File: src/rtl/regfile_pkg.sv
// Shared definitions for regfile4 and its BIST initiator: sizes, BIST state
// encoding and the test pattern generator.
package regfile_pkg;

  localparam int DW    = 4;
  localparam int AW    = 2;
  localparam int NREGS = 1 << AW;

  typedef enum logic [2:0] {
    ST_IDLE,
    ST_WRITE,
    ST_READ,
    ST_DRAIN,
    ST_DONE
  } bist_state_t;

  // Pass 0 pattern is seed+idx (wrapping); pass 1 is its bitwise complement
  function automatic logic [DW-1:0] pat(input logic [DW-1:0] seed,
                                        input logic [AW-1:0] idx,
                                        input logic          ph);
    logic [DW-1:0] sum;
    sum = seed + DW'(idx);
    return ph ? ~sum : sum;
  endfunction

endpackage

File: src/rtl/regfile_bist.sv
// Built-in self-test initiator for regfile4. Two passes (pattern, then its
// complement), each writing all registers before reading them back on both
// ports; records pass/fail and the first failing address.
module regfile_bist #(
  parameter int DW = regfile_pkg::DW,
  parameter int AW = regfile_pkg::AW
) (
  input  logic          clk,
  input  logic          rst_n,
  input  logic          start,
  input  logic [DW-1:0] seed,
  output logic          busy,
  output logic          done,
  output logic          pass,
  output logic [AW-1:0] fail_addr,
  output logic [AW-1:0] rw,
  output logic          we,
  output logic [DW-1:0] wdata,
  output logic [AW-1:0] ra,
  output logic [AW-1:0] rb,
  input  logic [DW-1:0] rdata_a,
  input  logic [DW-1:0] rdata_b
);

  import regfile_pkg::*;

  localparam logic [AW-1:0] LAST = {AW{1'b1}};

  bist_state_t   state_q, state_d;
  logic [AW-1:0] idx_q, idx_d;
  logic          ph_q, ph_d;
  logic [DW-1:0] seed_q, seed_d;
  logic          pass_q, pass_d;
  logic [AW-1:0] fail_addr_q, fail_addr_d;
  logic          busy_q, busy_d;
  logic          done_q, done_d;
  logic          we_q, we_d;
  logic [AW-1:0] rw_q, rw_d;
  logic [DW-1:0] wdata_q, wdata_d;
  logic [AW-1:0] ra_q, ra_d;
  logic [AW-1:0] rb_q, rb_d;

  logic [AW-1:0] prev_idx;
  logic [DW-1:0] exp_a, exp_b;
  logic          cmp_en, bad_a, bad_b;

  // Next-state, index, compare and next-output decode
  always_comb begin
    state_d     = state_q;
    idx_d       = idx_q;
    ph_d        = ph_q;
    seed_d      = seed_q;
    pass_d      = pass_q;
    fail_addr_d = fail_addr_q;

    // Read data on the ports belongs to the address issued one cycle ago;
    // in DRAIN idx has already wrapped to 0, so idx-1 still names address 3.
    prev_idx = idx_q - AW'(1);
    exp_a    = pat(seed_q, prev_idx, ph_q);
    exp_b    = pat(seed_q, prev_idx ^ LAST, ph_q);
    cmp_en   = ((state_q == ST_READ) && (idx_q != '0)) || (state_q == ST_DRAIN);
    bad_a    = (rdata_a != exp_a);
    bad_b    = (rdata_b != exp_b);

    unique case (state_q)
      ST_IDLE: begin
        if (start) begin
          seed_d      = seed;
          pass_d      = 1'b1;
          fail_addr_d = '0;
          ph_d        = 1'b0;
          idx_d       = '0;
          state_d     = ST_WRITE;
        end
      end
      ST_WRITE: begin
        idx_d = idx_q + AW'(1);
        if (idx_q == LAST) state_d = ST_READ;
      end
      ST_READ: begin
        idx_d = idx_q + AW'(1);
        if (idx_q == LAST) state_d = ST_DRAIN;
      end
      ST_DRAIN: begin
        if (!ph_q) begin
          ph_d    = 1'b1;
          idx_d   = '0;
          state_d = ST_WRITE;
        end else begin
          state_d = ST_DONE;
        end
      end
      ST_DONE: state_d = ST_IDLE;
      default: state_d = ST_IDLE;
    endcase

    // pass_q doubles as "no mismatch seen yet", so only the first one lands
    if (cmp_en && pass_q && (bad_a || bad_b)) begin
      pass_d      = 1'b0;
      fail_addr_d = bad_a ? prev_idx : (prev_idx ^ LAST);
    end

    // Port outputs are registered from the next state so nothing is
    // combinational from start/seed to the pins
    busy_d  = (state_d != ST_IDLE);
    done_d  = (state_d == ST_DONE);
    we_d    = (state_d == ST_WRITE);
    rw_d    = we_d ? idx_d : '0;
    wdata_d = we_d ? pat(seed_d, idx_d, ph_d) : '0;
    ra_d    = (state_d == ST_READ) ? idx_d : '0;
    rb_d    = (state_d == ST_READ) ? (idx_d ^ LAST) : '0;
  end

  // State and registered outputs, cleared asynchronously
  always_ff @(posedge clk or negedge rst_n) begin
    if (!rst_n) begin
      state_q     <= ST_IDLE;
      idx_q       <= '0;
      ph_q        <= 1'b0;
      seed_q      <= '0;
      pass_q      <= 1'b0;
      fail_addr_q <= '0;
      busy_q      <= 1'b0;
      done_q      <= 1'b0;
      we_q        <= 1'b0;
      rw_q        <= '0;
      wdata_q     <= '0;
      ra_q        <= '0;
      rb_q        <= '0;
    end else begin
      state_q     <= state_d;
      idx_q       <= idx_d;
      ph_q        <= ph_d;
      seed_q      <= seed_d;
      pass_q      <= pass_d;
      fail_addr_q <= fail_addr_d;
      busy_q      <= busy_d;
      done_q      <= done_d;
      we_q        <= we_d;
      rw_q        <= rw_d;
      wdata_q     <= wdata_d;
      ra_q        <= ra_d;
      rb_q        <= rb_d;
    end
  end

  assign busy      = busy_q;
  assign done      = done_q;
  assign pass      = pass_q;
  assign fail_addr = fail_addr_q;
  assign we        = we_q;
  assign rw        = rw_q;
  assign wdata     = wdata_q;
  assign ra        = ra_q;
  assign rb        = rb_q;

endmodule

File: config.mk
export PLATFORM = sky130hd
export DESIGN_NAME = regfile_bist
export DESIGN_NICKNAME = d
export VERILOG_FILES = /design/src/rtl/regfile_pkg.sv /design/src/rtl/regfile_bist.sv
export SDC_FILE = /design/constraint.sdc
export NUM_CORES = 1
export LEC_CHECK = 0
export CORE_MARGIN = 2
export CORE_UTILIZATION = 50
export CTS_CLUSTER_DIAMETER = 30
export DETAILED_ROUTE_END_ITERATION = 16
export PLACE_DENSITY_LB_ADDON = 0.25
export SYNTH_ARGS = -nofsm -noshare
export SYNTH_HDL_FRONTEND = slang
export SYNTH_SLANG_ARGS = --single-unit
File: constraint.sdc
create_clock -name clk -period 2.8 [get_ports clk]
set_input_delay 0.28 -clock clk [delete_from_list [all_inputs] [get_ports clk]]
set_output_delay 0.28 -clock clk [all_outputs]
set_load 0.005 [all_outputs]
---- Yosys cells after proc, flatten, opt, wreduce, memory -nomap -nowiden ----
Index checks and enable logic that the tools add are counted.
storage, ports and cells
  word-level logic and storage cells ...... 70
  bits in registers ....................... 26
  input bits .............................. 15
  output and inout port bits .............. 16
operators by class
  add/subtract/negate cells ............... 5
  bitwise operators ....................... 5
  eq/ne operators ......................... 9
  mux-type cells .......................... 26
  reductions and logical operators ........ 12
operator list
  cell                                                                count
  4-bit two-way mux                                                   6
  2-bit two-way mux                                                   9
  4-bit by 2-bit adder with 4-bit output                              3
  3-bit two-way mux                                                   4
  4-bit NOT                                                           3
  3-bit one-hot mux with 4 select lines                               1
  3-bit by 2-bit == test with 1-bit output, second input constant     3
  4-bit inequality test                                               2
  3-bit by 1-bit == test with 1-bit output, second input constant     2
  2-bit one-hot mux with 3 select lines                               1
  2-bit nonzero test                                                  3
  1-bit two-way mux                                                   4
  2-bit NOT                                                           2
  3-bit == test, second input constant                                1
  1-bit logical AND                                                   3
  3-bit zero test                                                     1
  3-bit nonzero test                                                  1
  2-bit by 1-bit adder with 2-bit output, second input constant       1
  2-bit == test, second input constant                                1
  1-bit logical OR                                                    2
  1-bit one-hot mux with 2 select lines                               1
  2-bit AND reduction                                                 1
  2-bit OR reduction                                                  1
  2-bit by 1-bit subtractor with 2-bit output, second input constant  1

---- Longest topological paths before layout ----
Gate-level depths: netlist of the first run.
  depth after elaboration ................. 10
  gate-level depth with buffers ........... 10
  gate-level depth less buffers ........... 10

---- Worst setup path before layout of the first run ----
No wires, ideal clock.
  path kind ............................... reg2reg
  start point ............................. reg idx_q[0]
  end point ............................... reg fail_addr_q[0] (netlist: fail_addr[0])
  slack ................................... 0.249 ns
  cell stages (with the launch flop) ...... 10
  clock period less this slack ............ 2.551 ns
  library setup time ...................... 0.126 ns
  data required time ...................... 2.674 ns
  data arrival time ....................... 2.426 ns
  path buffers ............................ 0
  cell sequence ........................... dfrtp_1 inv_1 ha_1 fa_1 xnor2_1 nor2_1 and3_1 mux2i_1 a21oi_1 o311a_1
between the ends
  longest elaborated chain between the ends .. 10
  elaborated cells on any way between the ends .. 21
  those cells by class .................... 3 x add/sub; 2 x eq/ne; 4 x mux; 3 x bitwise; 9 x reduce/logical
ends and longest elaborated chain
  what                                         RTL line             RTL
  start, declared                              regfile_bist.sv:30   logic [AW-1:0] idx_q, idx_d;
  start signal, assigned                       regfile_bist.sv:132  idx_q <= idx_d;
  2-bit by 1-bit subtractor with 2-bit output  regfile_bist.sv:58   prev_idx = idx_q - AW'(1);
  2-bit NOT (no source line)                   n/a
  4-bit by 2-bit adder with 4-bit output       regfile_pkg.sv:22    sum = seed + DW'(idx);
  4-bit NOT                                    regfile_pkg.sv:23    return ph ? ~sum : sum;
  4-bit two-way mux                            regfile_pkg.sv:23
  4-bit inequality test                        regfile_bist.sv:63   bad_b = (rdata_b != exp_b);
  1-bit logical OR                             regfile_bist.sv:98   if (cmp_en && pass_q && (bad_a || bad_b)) begin
  1-bit logical AND                            regfile_bist.sv:98
  2-bit nonzero test (no source line)          n/a
  2-bit AND reduction (no source line)         n/a
  end signal, assigned                         regfile_bist.sv:136  fail_addr_q <= fail_addr_d;
  end, declared                                regfile_bist.sv:34   logic [AW-1:0] fail_addr_q, fail_addr_d;
Parallel ways exist; a longest one is shown, timed or not.
A chain may end at the register's enable or synchronous reset.

---- Worst setup path in the final report of the first run ----
  start point ............................. reg idx_q[1]
  end point ............................... reg fail_addr_q[1] (netlist: fail_addr[1])
The elaborated chain is that of the path after synthesis.

==> metrics.md, run 1 <==
| Metric | Value |
|---|---|
| Status | finished, violations left |
| Failing checks | DRC |
| Buf/Inv on CP | 2 |
| Fmax | 389 MHz |
| Iteration-0 DRC Markers | 91 |
| Kind of critical path | register to register |
| Number of synthesized flops with an enable pin | 0 |
| CP startpoint | idx_q[1] |
| Crit path required time | 3030 ps |
| Synth Register Bits | 26 |
| Seq/Total Area, Yosys | 43.2% |
| Crit path cell chain | inv_1 > ha_2 > inv_1 > ha_1 > nor2b_1 > o21ai_1 > xnor2_2 > mux2i_2 > a21oi_1 > o311a_1 |
| Wirelength, routed | 3170 um |
| CORE AREA | 2810 sq um |
| Drt pass-1 iters | 10 |
| Fin. max-slew vios | 0 |
| Post-Place Setup Slack | 72.2 ps |
| WL/cell | 15.0 um |
| Post-synth ARST share | 100% |
| Tcrit/Tclk final | 91.7% |
| Warnings from Yosys | 0 |
| Flop pwr share | 24.6% |
| CTS tree | yes |
| Synth unique cells | 36 |
| Crit end category | register |
| Layout area overhead | 28.1% |
| Total negative slack | 0 ps |
| Final hold vios | 0 |
| Worst-skew pair later-pin latency | 320 ps |
| Initial Utilization | 53.7% |
| Routed vias/inst | 5.45 |
| Worst-margin pin slew | 387 ps |
| Fill count | 232 |
| Mean Syn Cell Area | 10.5 sq um |
| Max IR drop VDD | 895 uV |
| Critical Path Fanout Max | 7 |
| Min Clock Period, post-route | 2570 ps |
| PD cells | 1410 nW/um^2 |
| Die area | 3470 sq um |
| Worst Skew | 8.25 ps |
| Register area | 651 sq um |
| Synth Cell Area | 1510 sq um |
| Worst path most repeated cell | inv_1 |
| DRC Markers | 2 |
| Reg2reg end | fail_addr[1] |
| Hold crit path type | input port to asynchronous set/reset pin |
| Utilization after layout | 68.7% |
| Dpl cells | 207 |
| Final setup viols | 0 |
| CTS buffer count | 3 |
| RSZ-0062 raised after global routing | false |
| Global-route wire length before repair | 5350 um |
| Crit-path slowest cell | ha_2 |
| CTS clk-pin slew, worst paths | 140 ps |
| Max incr delay on CP | 430 ps |
| Initial antenna violation count | 0 |
| Slew HR | 73.4% |
| Post-synthesis net count | 170 |
| Static Leak | 0.900 nW |
| Ratio of cells with drive above 1 in the final layout | 10.6% |
| Antenna cells | 0 |
| Row cnt | 19 |
| Internal power | 1.56 mW |
| Clk buf depth | 2 |
| Final setup margin | 232 ps |
| Primary FF master, synth | dfrtp_1 |
| H-Tree Depth | 1 |
| Reg2Reg Setup Slack | 230 ps |
| Worst reg2reg path startpoint | idx_q[1] |
| Switching part of the total power | 42.5% |
| Switch Pwr | 1.16 mW |
| Multi-input gate area | 807 sq um |
| Total I/O pin count | 31 |
| Vias in the first global route | 1173 |
| Root Buffer | clkbuf_4 |
| MaxCap Viol Count | 0 |
| Die width | 58.9 um |
| CTS sink cnt | 26 |
| Syn Inst Count | 144 |
| GR Util All Layers | 21.0% |
| Die Ht | 58.9 um |
| Hold buffers post-CTS | 0 |
| Crit path max-delay family | adder cells |
| Combinational power share | 66.0% |
| Final net count | 207 |
| GP Congestion | 0.744 |
| Fin cells | 211 |
| Post-DP HPWL | 2400 um |
| Worst r2r path cells | 10 |
| Total grt overflow | 0 |
| Crit path arrival time | 2800 ps |
| CP Launch Type | register |
| Largest net degree at the start of global routing | 27 |
| Remaining antenna violation count | 0 |
| Vias post-DR | 1149 |
| Clock power frac | 9.4% |
| IO Port Bufs | 30 |
| Hold Slack | 291 ps |
[metal layers]
layer	vias to the layer above	GRT usage, %	wire (um)
met1	550	25.8	1280
met5	-	0	0
met3	6	5.27	175
li1	550	-	-
met4	0	5.19	44
met2	43	36.8	1670
[kinds of logic after synthesis]
group                      synth area share, %
buffers and inverters                     4.07
xor gates and xnor gates                  11.4
and+or+nand+nor                           16.7
AOI/OAI and AO/OA                         9.48
muxes                                     4.49
adders and majority gates                 10.6
DFF                                       43.2
[synthesized netlist by cell type, types with 2 or more instances]
library cell / number / area (sq um)
a21oi_1: 7 / 35.0
a2bb2oi_1: 2 / 17.5
nand2b_1: 3 / 18.8
inv_1: 11 / 41.3
mux2_2: 2 / 22.5
xor2_1: 7 / 61.3
o21ai_0: 2 / 10.0
o21ai_1: 3 / 15.0
dfrtp_1: 26 / 651
fa_1: 3 / 60.1
nand2_1: 8 / 30.0
xnor2_1: 10 / 87.6
o311a_1: 2 / 20.0
mux2i_1: 3 / 30.0
nor2_1: 18 / 67.6
and3_1: 5 / 31.3
nor2b_1: 3 / 18.8
nor3_1: 4 / 20.0
ha_1: 8 / 100
[layout by cell type, fill, tap and decap left out, drive strengths merged]
cell	Yosys	routed
a211oi	2	2
a21oi	7	7
a22oi	1	1
a2bb2oi	2	2
a311o	1	1
and2b	1	1
and3	5	5
buf	3	5
bufinv	0	1
clkbuf	0	3
clkdlybuf4s50	0	30
dfrtp	26	26
fa	3	3
ha	8	8
inv	11	11
mux2	3	3
mux2i	3	3
nand2	8	8
nand2b	3	3
nand3	1	1
nand3b	1	1
nor2	20	20
nor2b	3	3
nor3	4	4
o21a	1	1
o21ai	5	5
o311a	2	2
or2b	1	1
or3b	1	1
xnor2	10	10
xnor3	1	1
xor2	7	7
[state kept, by name (all words and copies together), names as in the netlist]
register and count:
seed_q 4, wdata 4, state_q 3, fail_addr 2, idx_q 2, ra 2, rb 2, rw 2
busy 1, done 1, pass 1, ph_q 1, we 1
[power by group through the flow]
stage | clock (mW) | sequential [mW] | combinational, mW
floorplan | 0 | 0.646 | 1.27
global placement | 0 | 0.669 | 1.67
detailed placement | 0 | 0.676 | 1.74
CTS | 0.261 | 0.670 | 1.76
global route | 0.278 | 0.692 | 2.01
finish | 0.255 | 0.669 | 1.80
[area by class of cell]
class                   count  area share [%]
clock buffers               3            1.17
clock inverters             1            1.56
inverters                  11            2.14
multi-input cells         104            41.9
flip-flops and latches     26            33.7
well taps                  31            2.01
repair buffers             35            17.5
[worst max-delay path by stage]
stage / end / slack [ps] / cells after the start
floorplan: fail_addr[0] / 250 / 9
finish: fail_addr[1] / 230 / 10
CTS: fail_addr[0] / 60 / 10
global placement: wdata[1] / 120 / 9
global route: fail_addr[0] / 20 / 10
detailed placement: wdata[1] / 70 / 9
[per-stage QoR]
step | power (mW) | area (sq um)
after floorplan | 1.92 | 1510
after global placement | 2.34 | 1860
after detailed placement | 2.41 | 1860
after CTS | 2.69 | 1910
after global routing | 2.98 | 1930
final | 2.72 | 1930
[repair_timing]
action	in CTS	in global routing
resized for setup	0	3
hold endpoints to repair	0	0
buffers inserted	0	0
endpoints found under the setup margin	0	3
No activity file was read; power rests on OpenSTA's default activity.
==> run 2: changes to the inputs <==
Settings changed: SETUP_SLACK_MARGIN from default to 0.05.
==> run 2 against run 1 <==
Effect of this change: the run still ends with DRC left; global-route usage unchanged; register-to-register slack improved by 50 ps; highest routed layer unchanged; wire length down 0.22%; setup slack gained 53 ps; first-iteration DRC count decreased by 26%; critical endpoint unchanged; fmax rose by 2.1%; total power grew 0.78%; via count decreased by 1.0%; non-clock buffer count stayed put; critical path type unchanged.
==> metrics.md, run 2 (synthesis results as in run 1) <==
| Metric | Value |
|---|---|
| Failing checks | DRC |
| CP Launch Type | register |
| Vias in the first global route | 1173 |
| Global-route wire length before repair | 5350 um |
| Vias post-DR | 1137 |
| PD cells | 1410 nW/um^2 |
| Initial antenna violation count | 0 |
| Worst-margin pin slew | 379 ps |
| Fmax | 398 MHz |
| MaxCap Viol Count | 0 |
| Worst Skew | 3.21 ps |
| Fin cells | 211 |
| Post-DP HPWL | 2400 um |
| Final net count | 207 |
| Max IR drop VDD | 895 uV |
| Drt pass-1 iters | 10 |
| Tcrit/Tclk final | 89.8% |
| Total grt overflow | 0 |
| Worst-skew pair later-pin latency | 320 ps |
| CTS buffer count | 3 |
| Dpl cells | 207 |
| Clk buf depth | 2 |
| Largest net degree at the start of global routing | 27 |
| Initial Utilization | 53.7% |
| Commonest non-fill, non-tap cells in the layout | 30 x clkdlybuf4s50_1, 26 x dfrtp_1, 18 x nor2_1, 11 x inv_1, 9 x xnor2_1 |
| CTS sink cnt | 26 |
| Ratio of cells with drive above 1 in the final layout | 10.6% |
| Remaining antenna violation count | 0 |
| Root Buffer | clkbuf_4 |
| Fin. max-slew vios | 0 |
| Switch Pwr | 1.16 mW |
| Crit path required time | 3020 ps |
| Iteration-0 DRC Markers | 67 |
| Internal power | 1.58 mW |
| Power Total | 2.74 mW |
| CORE AREA | 2810 sq um |
| Die width | 58.9 um |
| Commonest non-fill, non-tap cell in the layout | clkdlybuf4s50_1 |
| Static Leak | 0.902 nW |
| Slew HR | 74.0% |
| Row cnt | 19 |
| Die Ht | 58.9 um |
| IO Port Bufs | 30 |
| Setup bufs post-CTS | 0 |
| Crit end category | register |
| WL/cell | 15.0 um |
| Kind of critical path | register to register |
| Min Clock Period, post-route | 2520 ps |
| Final setup viols | 0 |
| GR Util All Layers | 21.0% |
| Hold crit path type | input port to asynchronous set/reset pin |
| DP Area | 1860 sq um |
| CTS clk-pin slew, worst paths | 130 ps |
| Final hold vios | 0 |
| Critical Path Fanout Max | 7 |
| Switching part of the total power | 42.4% |
| RSZ-0062 raised after global routing | false |
| Fin area | 1940 sq um |
| Layout area overhead | 28.8% |
| Combinational power share | 66.4% |
| Fill count | 230 |
| Antenna cells | 0 |
| Status | finished, violations left |
| H-Tree Depth | 1 |
| Routed vias/inst | 5.39 |
| CTS tree | yes |
| Total I/O pin count | 31 |
| Total negative slack | 0 ps |
| Die area | 3470 sq um |
| DRC Markers | 2 |
| Crit path arrival time | 2740 ps |
| GP Congestion | 0.744 |
| Wirelength, routed | 3170 um |
| Flop pwr share | 24.4% |
| Clock power frac | 9.2% |
-- run 2: cell counts in the layout (fill, tap and decap cells not counted) --
Identical to the previous run, type by type.
-- run 2: cell type report --
type	instances	area (sq um)	area share [%]
Inverter	11	41.3	2.13
Timing Repair Buffer	35	338	17.4
Tap cell	31	38.8	2.00
Clock inverter	1	30.0	1.55
Sequential cell	26	651	33.6
Multi-Input combinational cell	104	817	42.2
Clock buffer	3	22.5	1.16
-- run 2: through the flow --
stage	setup WS (ps)	util [%]	hold slack (ps)
CTS	59.5	68.2	299
global route	125	69.1	323
detailed placement	72.2	66.4	542
floorplan	249	-	-15.6
global placement	121	66.4	533
finish	285	69.1	297
-- run 2: worst paths after layout --
kind,from,endpoint,slack (ps),cells after the start
hold reg to reg,pass,pass,580,1
min in group clk,pass,pass,580,1
max in group asynchronous,rst_n,seed_q[3],2260,2
setup reg to reg,idx_q[0],fail_addr[1],280,9
setup / recovery,idx_q[0],fail_addr[1],280,9
hold / removal,rst_n,state_q[1],300,2
-- run 2: critical path, cell delays in order (launching register included) --
cell	delay (ps)
dfrtp_1	400
inv_1	140
ha_4	260
fa_1	470
xnor2_1	210
nor2_1	70
and3_1	190
mux2i_2	250
a21oi_1	120
o311a_1	300
-- run 2: metal layers --
| layer | up-vias | part of all wire [%] | global-route usage [%] |
|---|---|---|---|
| li1 | 549 | - | - |
| met1 | 542 | 41 | 25.8 |
| met2 | 42 | 52 | 36.8 |
| met3 | 4 | 5.6 | 5.27 |
| met4 | 0 | 0.98 | 5.19 |
| met5 | - | 0 | 0 |
-- run 2: what timing repair did --
item / in CTS / in global routing
endpoints found under the hold margin: 0 / 0
hold buffers: 0 / 0
endpoints found under the setup margin: 0 / 3
gates resized for setup: 0 / 4
-- run 2: power groups by stage --
stage	Combinational [mW]	Sequential (mW)	Clock (mW)
floorplan	1.27	0.646	0
global placement	1.67	0.669	0
detailed placement	1.74	0.676	0
CTS	1.76	0.670	0.261
global route	2.03	0.692	0.278
finish	1.82	0.670	0.253
==> run 3: changes to the inputs <==
Settings changed: PLACE_DENSITY from default to 0.78, PLACE_DENSITY_LB_ADDON 0.25 to default.
==> run 3 against run 2 <==
Effect of this change: the flow still finishes with violations (DRC); design area down 0.19%; sequential power barely moved; clock skew rose by 2.7 ps; count of clock-buffer cells in the layout stayed put; non-clock buffer count unchanged; global-route usage is 1.6 points lower; largest cell class unchanged; highest routed layer unchanged.
==> metrics.md, run 3 (synthesis results as in run 1) <==
| Metric | Value |
|---|---|
| Status | finished, violations left |
| Failing checks | DRC |
| Register area | 651 sq um |
| Total grt overflow | 0 |
| Worst reg2reg path startpoint | idx_q[0] |
| Slew HR | 76.3% |
| Worst-margin pin slew | 352 ps |
| Hold crit path type | input port to asynchronous set/reset pin |
| Total I/O pin count | 31 |
| Commonest non-fill, non-tap cell in the layout | clkdlybuf4s50_1 |
| Switching part of the total power | 41.7% |
| Static Leak | 0.893 nW |
| Drt pass-1 iters | 10 |
| Ratio of cells with drive above 1 in the final layout | 10.6% |
| Largest net degree at the start of global routing | 27 |
| Critical Path Fanout Max | 7 |
| Flop pwr share | 24.7% |
| Min Clock Period, post-route | 2540 ps |
| Die area | 3470 sq um |
| Reg2Reg Setup Slack | 260 ps |
| Combinational power share | 66.0% |
| Fill count | 214 |
| Internal power | 1.58 mW |
| Worst-skew pair later-pin latency | 320 ps |
| Row cnt | 19 |
| H-Tree Depth | 1 |
| Switch Pwr | 1.13 mW |
| Vias in the first global route | 1113 |
| Kind of critical path | register to register |
| GP Congestion | 0.756 |
| Crit-path slowest cell | dfrtp_1 |
| Fmax | 394 MHz |
| CTS clk-pin slew, worst paths | 140 ps |
| Worst path most repeated cell | inv_1 |
| Final hold vios | 0 |
| Iteration-0 DRC Markers | 39 |
| Crit path max-delay family | adder cells |
| CTS buffer count | 3 |
| PD cells | 1400 nW/um^2 |
| Die width | 58.9 um |
| CTS sink cnt | 26 |
| Remaining antenna violation count | 0 |
| Layout area overhead | 28.5% |
| MaxCap Viol Count | 0 |
| Tcrit/Tclk final | 90.6% |
| Crit end category | register |
| Initial antenna violation count | 0 |
| Routed vias/inst | 5.39 |
| Multi-input gate area | 813 sq um |
| Worst Skew | 5.94 ps |
| Initial Utilization | 53.7% |
| Die Ht | 58.9 um |
| GR Util All Layers | 19.3% |
| Antenna cells | 0 |
| CTS tree | yes |
| Setup bufs post-CTS | 0 |
| Max IR drop VDD | 829 uV |
| IO Port Bufs | 30 |
| Clk buf depth | 2 |
| CP Launch Type | register |
| CP startpoint | idx_q[0] |
| Fin. max-slew vios | 0 |
| WL/cell | 14.1 um |
| Final net count | 207 |
| Root Buffer | clkbuf_4 |
| Power Total | 2.70 mW |
| Post-DP HPWL | 2240 um |
| Total negative slack | 0 ps |
| Clock power frac | 9.3% |
| Buf/Inv on CP | 2 |
| Commonest non-fill, non-tap cells in the layout | 30 x clkdlybuf4s50_1, 26 x dfrtp_1, 18 x nor2_1, 11 x inv_1, 10 x xnor2_1 |
| Global-route wire length before repair | 5140 um |
| Crit path required time | 3010 ps |
| Crit path cell chain | inv_1 > ha_4 > inv_1 > ha_1 > nor2b_1 > o21ai_1 > xnor2_1 > mux2i_2 > a21oi_1 > o311a_1 |
| Max incr delay on CP | 370 ps |
| CORE AREA | 2810 sq um |
| Wirelength, routed | 2980 um |
| Vias post-DR | 1137 |
| Crit path arrival time | 2750 ps |
| DRC Markers | 2 |
| RSZ-0062 raised after global routing | false |
| Final setup viols | 0 |
run 3: metrics by stage:
| step | std cells | instance area, sq um | hold WS, ps | util (%) | setup slack [ps] |
|---|---|---|---|---|---|
| after detailed placement | 207 | 1860 | 536 | 66.4 | 64.0 |
| after CTS | 211 | 1910 | 300 | 68.2 | 92.8 |
| after floorplan | 144 | 1510 | -15.6 | - | 249 |
| after global routing | 211 | 1930 | 320 | 69.0 | 119 |
| final | 211 | 1930 | 305 | 69.0 | 264 |
| after global placement | 207 | 1860 | 534 | 66.4 | 120 |
run 3: final timing paths:
path	endpoint	depth (start not counted)
min in group clk	pass	1
hold / removal	rw[1]	2
setup reg to reg	fail_addr[0]	10
setup / recovery	fail_addr[0]	10
max in group asynchronous	ph_q	2
hold reg to reg	pass	1
run 3: repair_timing:
action / 4_1_cts / 5_1_grt
resized for setup: 0 / 4
hold endpoints to repair: 0 / 0
endpoints found under the setup margin: 0 / 3
hold buffers: 0 / 0
run 3: metal layers:
| layer | vias up | wire [um] | track usage (%) |
|---|---|---|---|
| met3 | 4 | 143 | 5.93 |
| met5 | - | 0 | 0 |
| met2 | 32 | 1470 | 33.2 |
| met4 | 0 | 29 | 0.974 |
| met1 | 550 | 1340 | 25.4 |
| li1 | 551 | - | - |
run 3: worst register-to-register path, cell delays in order (launching register included):
cell and delay, ps:
dfrtp_1 370, inv_1 100, ha_4 330, inv_1 80
ha_1 290, nor2b_1 130, o21ai_1 80, xnor2_1 270
mux2i_2 370, a21oi_1 120, o311a_1 300
run 3: power by group through the flow:
stage / clock, mW / combinational [mW] / sequential (mW)
floorplan: 0 / 1.27 / 0.646
global placement: 0 / 1.67 / 0.669
detailed placement: 0 / 1.73 / 0.673
CTS: 0.263 / 1.74 / 0.667
global route: 0.283 / 2.00 / 0.690
finish: 0.253 / 1.78 / 0.667
run 3: area by class of cell:
cell class	count	share of cell area, %
clock buffer	3	1.16
clock inverter	1	1.55
inverter	11	2.13
multi-input combinational	104	42.0
sequential	26	33.6
tap	31	2.01
timing repair buffer	35	17.5
